File: src/rtl/tree_pkg.sv
// Shared types and layout constants for the decision-tree walk sequencer,
// its node-memory loader and the accelerator top level.
package tree_pkg;

  localparam int NCOEF_DEF     = 3;
  localparam int ATTR_W_DEF    = 8;
  localparam int COEF_W_DEF    = 8;
  localparam int THR_W_DEF     = 10;
  localparam int ACC_W_DEF     = 16;
  localparam int ADDR_W_DEF    = 8;
  localparam int CLASS_W_DEF   = 8;
  localparam int ROOT_ADDR_DEF = 0;
  localparam int MAX_DEPTH_DEF = 16;

  // Node word = {coef[0], ..., coef[NCOEF-1], thr}; child word = {left, right},
  // each child entry = {leaf, payload}.
  localparam int NODE_THR_LSB       = 0;
  localparam int NODE_COEF_LSB_DEF  = THR_W_DEF;
  localparam int NODE_W_DEF         = NCOEF_DEF * COEF_W_DEF + THR_W_DEF;
  localparam int CHILD_ENTRY_W_DEF  = ADDR_W_DEF + 1;
  localparam int CHILD_LEAF_BIT_DEF = ADDR_W_DEF;
  localparam int CHILD_RIGHT_LSB    = 0;
  localparam int CHILD_LEFT_LSB_DEF = CHILD_ENTRY_W_DEF;
  localparam int CHILD_W_DEF        = 2 * CHILD_ENTRY_W_DEF;

  typedef enum logic [2:0] {
    S_IDLE,
    S_FETCH,
    S_LOAD,
    S_MAC,
    S_ACC,
    S_DECIDE,
    S_DONE
  } walk_state_e;

endpackage

File: src/rtl/tree_walk_ctrl_node_sel.sv
// Threshold compare and child selection for one tree node: an accumulated
// sum at or below the threshold takes the left child, above it the right.
module tree_node_sel #(
  parameter int ACC_W  = 16,
  parameter int THR_W  = 10,
  parameter int ADDR_W = 8
) (
  input  logic [ACC_W-1:0]        mac_acc_i,
  input  logic [THR_W-1:0]        thr_i,
  input  logic [2*(ADDR_W+1)-1:0] child_i,
  output logic                    leaf_o,
  output logic [ADDR_W-1:0]       payload_o
);

  localparam int CMP_W = (ACC_W > THR_W) ? ACC_W : THR_W;
  localparam int ENT_W = ADDR_W + 1;

  logic             take_left;
  logic [ENT_W-1:0] entry;

  assign take_left = CMP_W'(mac_acc_i) <= CMP_W'(thr_i);
  assign entry     = take_left ? child_i[ENT_W +: ENT_W] : child_i[0 +: ENT_W];
  assign leaf_o    = entry[ADDR_W];
  assign payload_o = entry[ADDR_W-1:0];

endmodule

File: src/rtl/tree_walk_ctrl.sv
// Walks one decision tree per request: fetch node, run the shared MAC over
// the latched attributes, compare against the node threshold, follow a child.
//   state  | meaning
//   IDLE   | waiting for start
//   FETCH  | node read strobe, accumulator clear
//   LOAD   | capture node and child words
//   MAC    | NCOEF multiply-accumulate cycles
//   ACC    | wait for final product to land in the accumulator
//   DECIDE | pick child; finish on leaf or depth limit
//   DONE   | one-cycle completion pulse
module tree_walk_ctrl
  import tree_pkg::*;
#(
  parameter int NCOEF     = NCOEF_DEF,
  parameter int ATTR_W    = ATTR_W_DEF,
  parameter int COEF_W    = COEF_W_DEF,
  parameter int THR_W     = THR_W_DEF,
  parameter int ACC_W     = ACC_W_DEF,
  parameter int ADDR_W    = ADDR_W_DEF,
  parameter int CLASS_W   = CLASS_W_DEF,
  parameter int ROOT_ADDR = ROOT_ADDR_DEF,
  parameter int MAX_DEPTH = MAX_DEPTH_DEF
) (
  input  logic                        clk,
  input  logic                        rst,
  input  logic                        start,
  input  logic [NCOEF*ATTR_W-1:0]     attr_vec,
  output logic                        busy,
  output logic                        done,
  output logic [CLASS_W-1:0]          out_class,
  output logic                        err_depth,
  output logic [ADDR_W-1:0]           node_addr,
  output logic                        node_rd_en,
  input  logic [NCOEF*COEF_W+THR_W-1:0] node_rdata,
  input  logic [2*(ADDR_W+1)-1:0]     child_rdata,
  output logic                        mac_clr,
  output logic                        mac_en,
  output logic [ATTR_W-1:0]           mac_a,
  output logic [COEF_W-1:0]           mac_b,
  input  logic [ACC_W-1:0]            mac_acc
);

  localparam int K_W     = (NCOEF > 1) ? $clog2(NCOEF) : 1;
  localparam int DEPTH_W = $clog2(MAX_DEPTH + 1);
  localparam int CHILD_W = 2 * (ADDR_W + 1);

  walk_state_e        state_q, state_d;
  logic [ATTR_W-1:0]  attr_q [NCOEF];
  logic [ATTR_W-1:0]  attr_d [NCOEF];
  logic [COEF_W-1:0]  coef_q [NCOEF];
  logic [COEF_W-1:0]  coef_d [NCOEF];
  logic [THR_W-1:0]   thr_q, thr_d;
  logic [CHILD_W-1:0] child_q, child_d;
  logic [ADDR_W-1:0]  cur_addr_q, cur_addr_d;
  logic [DEPTH_W-1:0] depth_q, depth_d;
  logic [K_W-1:0]     k_q, k_d;
  logic [CLASS_W-1:0] out_class_q, out_class_d;
  logic               err_depth_q, err_depth_d;
  logic               sel_leaf;
  logic [ADDR_W-1:0]  sel_payload;

  tree_node_sel #(
    .ACC_W  (ACC_W),
    .THR_W  (THR_W),
    .ADDR_W (ADDR_W)
  ) u_node_sel (
    .mac_acc_i (mac_acc),
    .thr_i     (thr_q),
    .child_i   (child_q),
    .leaf_o    (sel_leaf),
    .payload_o (sel_payload)
  );

  always_ff @(posedge clk) begin
    if (rst) begin
      state_q     <= S_IDLE;
      thr_q       <= '0;
      child_q     <= '0;
      cur_addr_q  <= '0;
      depth_q     <= '0;
      k_q         <= '0;
      out_class_q <= '0;
      err_depth_q <= 1'b0;
      for (int i = 0; i < NCOEF; i++) begin
        attr_q[i] <= '0;
        coef_q[i] <= '0;
      end
    end else begin
      state_q     <= state_d;
      thr_q       <= thr_d;
      child_q     <= child_d;
      cur_addr_q  <= cur_addr_d;
      depth_q     <= depth_d;
      k_q         <= k_d;
      out_class_q <= out_class_d;
      err_depth_q <= err_depth_d;
      attr_q      <= attr_d;
      coef_q      <= coef_d;
    end
  end

  always_comb begin
    state_d     = state_q;
    attr_d      = attr_q;
    coef_d      = coef_q;
    thr_d       = thr_q;
    child_d     = child_q;
    cur_addr_d  = cur_addr_q;
    depth_d     = depth_q;
    k_d         = k_q;
    out_class_d = out_class_q;
    err_depth_d = err_depth_q;
    done        = 1'b0;
    node_rd_en  = 1'b0;
    node_addr   = '0;
    mac_clr     = 1'b0;
    mac_en      = 1'b0;
    mac_a       = '0;
    mac_b       = '0;

    case (state_q)
      S_IDLE: begin
        if (start) begin
          for (int i = 0; i < NCOEF; i++)
            attr_d[i] = attr_vec[(NCOEF-1-i)*ATTR_W +: ATTR_W];
          cur_addr_d  = ADDR_W'(ROOT_ADDR);
          depth_d     = '0;
          out_class_d = '0;
          err_depth_d = 1'b0;
          state_d     = S_FETCH;
        end
      end
      S_FETCH: begin
        node_rd_en = 1'b1;
        node_addr  = cur_addr_q;
        mac_clr    = 1'b1;
        state_d    = S_LOAD;
      end
      S_LOAD: begin
        for (int i = 0; i < NCOEF; i++)
          coef_d[i] = node_rdata[THR_W + (NCOEF-1-i)*COEF_W +: COEF_W];
        thr_d   = node_rdata[NODE_THR_LSB +: THR_W];
        child_d = child_rdata;
        k_d     = '0;
        state_d = S_MAC;
      end
      S_MAC: begin
        mac_en = 1'b1;
        mac_a  = attr_q[k_q];
        mac_b  = coef_q[k_q];
        if (k_q == K_W'(NCOEF - 1)) state_d = S_ACC;
        else                        k_d     = k_q + 1'b1;
      end
      S_ACC: state_d = S_DECIDE;
      S_DECIDE: begin
        if (sel_leaf) begin
          out_class_d = sel_payload[CLASS_W-1:0];
          state_d     = S_DONE;
        end else if (depth_q == DEPTH_W'(MAX_DEPTH - 1)) begin
          // Depth limit also catches self-loops and cycles in a corrupt tree.
          err_depth_d = 1'b1;
          out_class_d = '0;
          state_d     = S_DONE;
        end else begin
          cur_addr_d = sel_payload;
          depth_d    = depth_q + 1'b1;
          state_d    = S_FETCH;
        end
      end
      S_DONE: begin
        done    = 1'b1;
        state_d = S_IDLE;
      end
      default: state_d = S_IDLE;
    endcase
  end

  assign busy      = (state_q != S_IDLE);
  assign out_class = out_class_q;
  assign err_depth = err_depth_q;

endmodule

File: config.mk
export PLATFORM = sky130hd
export DESIGN_NAME = tree_walk_ctrl
export DESIGN_NICKNAME = d
export VERILOG_FILES = /design/src/rtl/tree_pkg.sv /design/src/rtl/tree_walk_ctrl_node_sel.sv /design/src/rtl/tree_walk_ctrl.sv
export SDC_FILE = /design/constraint.sdc
export NUM_CORES = 1
export LEC_CHECK = 0
export CAP_MARGIN = 20
export CORE_MARGIN = 8
export CORE_UTILIZATION = 48
export DETAILED_ROUTE_END_ITERATION = 10
export GPL_ROUTABILITY_DRIVEN = 0
export HOLD_SLACK_MARGIN = 0.08
export MAX_ROUTING_LAYER = met4
export PLACE_DENSITY = 0.79
export SETUP_SLACK_MARGIN = 0.15
export SLEW_MARGIN = 30
export SYNTH_ARGS = -nofsm -noshare
export SYNTH_HDL_FRONTEND = slang
export SYNTH_SLANG_ARGS = --single-unit
export TNS_END_PERCENT = 1
File: constraint.sdc
create_clock -name clk -period 3 [get_ports clk]
set_input_delay 0.45 -clock clk [delete_from_list [all_inputs] [get_ports clk]]
set_output_delay 0.45 -clock clk [all_outputs]
set_load 0.01 [all_outputs]
### Yosys cells after proc, flatten, opt, wreduce, memory -nomap -nowiden

Cells that the tools add are included.

* flip-flop bits (word level): 103
* input bits: 95
* word-level logic and storage cells: 79

* $add $sub $neg: 2
* magnitude comparators: 2
* equality and inequality tests: 15
* multiplexer cells: 35
* bitwise logic cells: 1
* reduce and logical (&&, ||, !) cells: 10

Operator list (number)
* $mux W8: 12
* $bmux W8 S2: 2
* $pmux W8 S2: 2
* $pmux W3 S6: 1
* $le A16 B10 Y1: 1
* $mux W5: 3
* $mux W3: 4
* $ne A2 B2 Y1 const B: 6
* $pmux W5 S2: 1
* $eq A3 B3 Y1 const B: 3
* $mux W9: 1
* $reduce_and A4 Y1: 2
* $eq A3 B2 Y1 const B: 2
* $mux W1: 6
* $reduce_and A2 Y1: 3
* $add A5 B1 Y5 const B: 1
* $eq A5 B4 Y1 const B: 1
* $pmux W2 S2: 1
* $reduce_bool A2 Y1: 2
* $eq A3 B1 Y1 const B: 1
* $ge A3 B3 Y1 const B: 1
* $logic_not A3 Y1: 1
* $ne A3 B2 Y1 const B: 1
* $not A2 Y3: 1
* 6 further kinds: 6

### Depth between registers and ports, before layout

* word-level depth: 5
* gate-level depth with buffers: 11
* depth with buffers taken out: 9

### Modules after synthesis

A second synthesis with hierarchy kept.

* cell total of the unflattened synthesis: 589
* area total of the unflattened synthesis: 4768.3 um^2

By module, submodules not included
* tree_walk_ctrl: times used 1, cells each 542, area each 4379.2 um^2, sequential area each 2062.0 um^2
* tree_node_sel: times used 1, cells each 47, area each 389.1 um^2, sequential area each 0.0 um^2

### Least setup slack after synthesis

No wires, ideal clock.

* path kind: in2reg
* from: input mac_acc[1]
* to: register depth_q[1]
* library setup time: 0.072 ns
* data arrival time: 2.198 ns
* data required time: 2.928 ns
* setup slack: 0.730 ns
* cell stages on the path: 9
* path buffers: 2
* path through: ha_1 -> nor2b_1 -> o21bai_1 -> a21oi_1 -> o41ai_4 -> buf_6 -> mux2i_1 -> buf_6 -> mux2i_1

* cells in the longest elaborated chain, start to end: 4

RTL lines
* from (decl): line tree_walk_ctrl.sv:40 `input logic [ACC_W-1:0] mac_acc`
* $le A16 B10 Y1: line tree_walk_ctrl_node_sel.sv:21 `assign take_left = CMP_W'(mac_acc_i) <= CMP_W'(thr_i);`
* $mux W9: line tree_walk_ctrl_node_sel.sv:22 `assign entry = take_left ? child_i[ENT_W +: ENT_W] : child_i[0 +: ENT_W];`
* $ne A2 B2 Y1 (no source line)
* $reduce_and A4 Y1 (no source line)
* to (signal assigned): line tree_walk_ctrl.sv:93 `depth_q <= depth_d;`
* to (decl): line tree_walk_ctrl.sv:55 `logic [DEPTH_W-1:0] depth_q, depth_d;`

Every way passes these cells.
A chain may end at the register's enable or synchronous reset.

### Worst setup path after layout

* from: input mac_acc[5]
* to: register out_class_q[0], in the netlist out_class[0]

* cells in the longest elaborated chain, start to end: 4

RTL lines
* $le A16 B10 Y1 (*): line tree_walk_ctrl_node_sel.sv:21
* $mux W9 (*): line tree_walk_ctrl_node_sel.sv:22
* $ne A3 B2 Y1 (no source line) / $mux W8 (equally long branches)
* $reduce_and A3 Y1 (no source line) / $pmux W8 S2 (equally long branches)
* to (signal assigned): line tree_walk_ctrl.sv:95 `out_class_q <= out_class_d;`
* to (decl): line tree_walk_ctrl.sv:57 `logic [CLASS_W-1:0] out_class_q, out_class_d;`

Mark *: on every way between the ends. The rest lies on a longest branch, timed or not.

==> results.py <==
metrics = {
    "timing": {
        "worst_slew_pin_slew_ps": 772,
        "drv_slew": 0,
        "rsz0062_at_grt": "true",
        "timing.fmax_ghz": 0.367,
        "setup_viol": 0,
        "holdWs_ps": 460,
        "layout_worst_path_cycle_share_pct": 90.8,
        "relSlewSlack_pct": 48.4,
        "finClkSkew_ps": 14.8,
        "hold_viol": 0,
        "min_period_ps": 2720,
    },
    "synthesis": {
        "synthArstFlopShare_pct": 0,
        "syn_area_per_cell_um2": 7.55,
        "netlist_area_um2": 4880,
        "synth_flop_cell": "dfxtp_1",
        "ys_seq_area_share_pct": 42.3,
        "synth-seq-cells": 103,
        "synthCells": 646,
        "synth_edf_count": 0,
        "yosysWarnings": 0,
        "synthesis.nets": 754,
        "ys_types": 40,
    },
    "setup_path": {
        "crit_start": "mac_acc[5]",
        "cp-start-kind": "input pin",
        "worstSetupEndpointType": "register",
        "arrival_ps": 2960,
        "path_class": "input pin to register",
        "required_ps": 3240,
        "r2r_start": "thr_q[5]",
        "path_max_fanout": 12,
        "r2r_cells": 8,
    },
    "detailed_routing": {
        "drtIter0Drc": 368,
        "num_vias": 4824,
        "ant_nets": 0,
        "wl_met2_mm": 6.67,
        "drt_drc_violations_left": 0,
        "wire_per_inst_um": 15.5,
        "top_layer": "met4",
        "route.met3.wl_um": 761,
        "drt-met1-wl_mm": 6.25,
        "wirelength_mm": 14.0,
        "routed_via_density": 5.35,
        "first_pass_iters": 5,
    },
    "place": {
        "hpwl_mm": 10.5,
        "placed_area_um2": 6300,
        "portBuffers": 132,
        "dp.cells": 885,
    },
    "clock_tree": {
        "h-tree-depth": 3,
        "cts_root_buf": "clkbuf_8",
        "clock_latency_ps": 370,
        "cts_tree": "built",
        "cts_buffers": 9,
        "clockBufferDepth": 2,
        "clk_pin_slew_ps": 110,
        "post_cts_buffers": 0,
        "clkSinkCount": 103,
    },
    "floorplan": {
        "die_y_um": 117,
        "die_x_um": 117,
        "coreArea_um2": 10100,
        "start_util_pct": 48.3,
        "fp-row-count": 37,
        "io_pins": 133,
        "die-area_um2": 13600,
    },
    "layout": {
        "design_area_um2": 6500,
        "final_util_pct": 64.4,
        "layout_commonest_cell": "nand2_1",
        "nNetsFinal": 868,
        "fin_cells": 901,
        "syn2layout_area_growth_pct": 33.2,
        "filler_cell_count": 907,
        "final_cell_mix": "199 x nand2_1, 131 x clkdlybuf4s50_1, 103 x dfxtp_1",
        "drive_gt1_share_pct": 6.41,
        "antenna_cells": 0,
    },
    "global_routing": {
        "grt_pass1_vias": 4693,
        "antenna_found_initial": 0,
        "grt_util_all_layers_pct": 21.1,
        "grt_max_degree": 46,
        "grt_pass1_wl_mm": 22.5,
        "grt_overflow": 0,
    },
    "worst_hold_path": {
        "hold_depth": 2,
        "min-delay-start": "thr_q[1]",
        "hold_class": "register to register",
    },
    "outcome": {
        "status": "finished, final reports clean",
    },
    "pwr": {
        "powerDensity_nw_per_um2": 433,
        "vdd_drop_max_v": 0.000303,
        "leakagePower_nw": 2.30,
    },
    "flow_run": {
        "drv_cap": 0,
    },
}
[area by class of cell]
type                            instances  area [um^2]  share of cell area [%]
Multi-Input combinational cell        471         2520                    38.7
Sequential cell                       103         2060                    31.7
Timing Repair Buffer                  150         1460                    22.5
Tap cell                              136          170                    2.62
Clock buffer                           10          128                    1.96
Inverter                               25         93.8                    1.44
Clock inverter                          6         62.6                   0.963
[per-layer routing]
layer | global-route usage [%] | vias to the layer above
met4 | 6.31 | 0
met3 | 4.57 | 20
li1 | - | 2380
met5 | - | -
met2 | 34.0 | 165
met1 | 26.0 | 2259
[worst max-delay path, cell delays in order]
cell	delay [ps]
clkdlybuf4s50_1	400
ha_1	320
a211oi_1	230
nor2_1	130
o41ai_4	570
buf_4	300
a2bb2oi_2	360
o221ai_1	190
[repair_timing]
item	4_1_cts	5_1_grt
resized for setup	0	1
hold buffers	0	0
endpoints found under the setup margin	0	13
[kinds of logic (layout without fill, tap and decap cells)]
group	after synthesis	after routing	share of synthesized area, %
AND/OR/NAND/NOR	290	290	24.8
AO/OA/AOI/OAI	135	135	16.2
flip-flops	103	103	42.3
multiplexers	33	33	7.00
adder cells (fa/ha/maj)	13	13	3.34
buffers and inverters	72	191	6.34
[per-stage QoR]
stage	setup TNS (ps)	power (mW)	worst slack [ps]
floorplan	0	1.78	730
global placement	0	1.99	34.8
detailed placement	-1060	2.01	-134
CTS	0	2.83	213
global route	0	2.95	127
finish	0	2.82	277
[synthesized netlist by cell type, types with 2 or more instances]
library cell,instances,area share (%)
o211ai_1,2,0.31
mux2_2,9,2.1
nand3_1,9,0.92
nor2_1,44,3.4
o21ai_0,8,0.82
o221ai_1,9,1.6
mux2i_1,24,4.9
or3_1,8,1.0
nand2_1,200,15
inv_1,25,1.9
a21oi_1,96,9.9
nand4_1,4,0.51
nor2b_1,2,0.26
nor3_1,3,0.31
clkbuf_1,35,2.7
buf_2,7,0.72
buf_6,3,0.69
nor3b_1,3,0.46
nand2b_1,3,0.38
dfxtp_1,103,42
ha_1,13,3.3
and3_1,10,1.3
buf_4,2,0.31
o22ai_1,8,1.0
[report_power, final]
| group | total (mW) | leakage [nW] | switching, mW | internal (mW) |
|---|---|---|---|---|
| registers | 1.49 | 0.837 | 0.0524 | 1.44 |
| logic | 0.486 | 1.37 | 0.252 | 0.234 |
| clock network | 0.837 | 0.0961 | 0.513 | 0.324 |
[path summary, 6_finish.rpt]
check                                     to  slack, ps
worst min-delay path                thr_q[1]        460
worst max-delay path            out_class[0]        280
worst min register to register      thr_q[1]        460
worst max register to register  out_class[0]        400
[state kept, by name, indices dropped and copies added, names as in the netlist]
| name | count |
|---|---|
| attr_q | 24 |
| coef_q | 24 |
| child_q | 18 |
| thr_q | 10 |
| cur_addr_q | 8 |
| out_class | 8 |
| depth_q | 5 |
| state_q | 3 |
| k_q | 2 |
| err_depth | 1 |
Note: power is estimated with default switching activity, not from simulation.
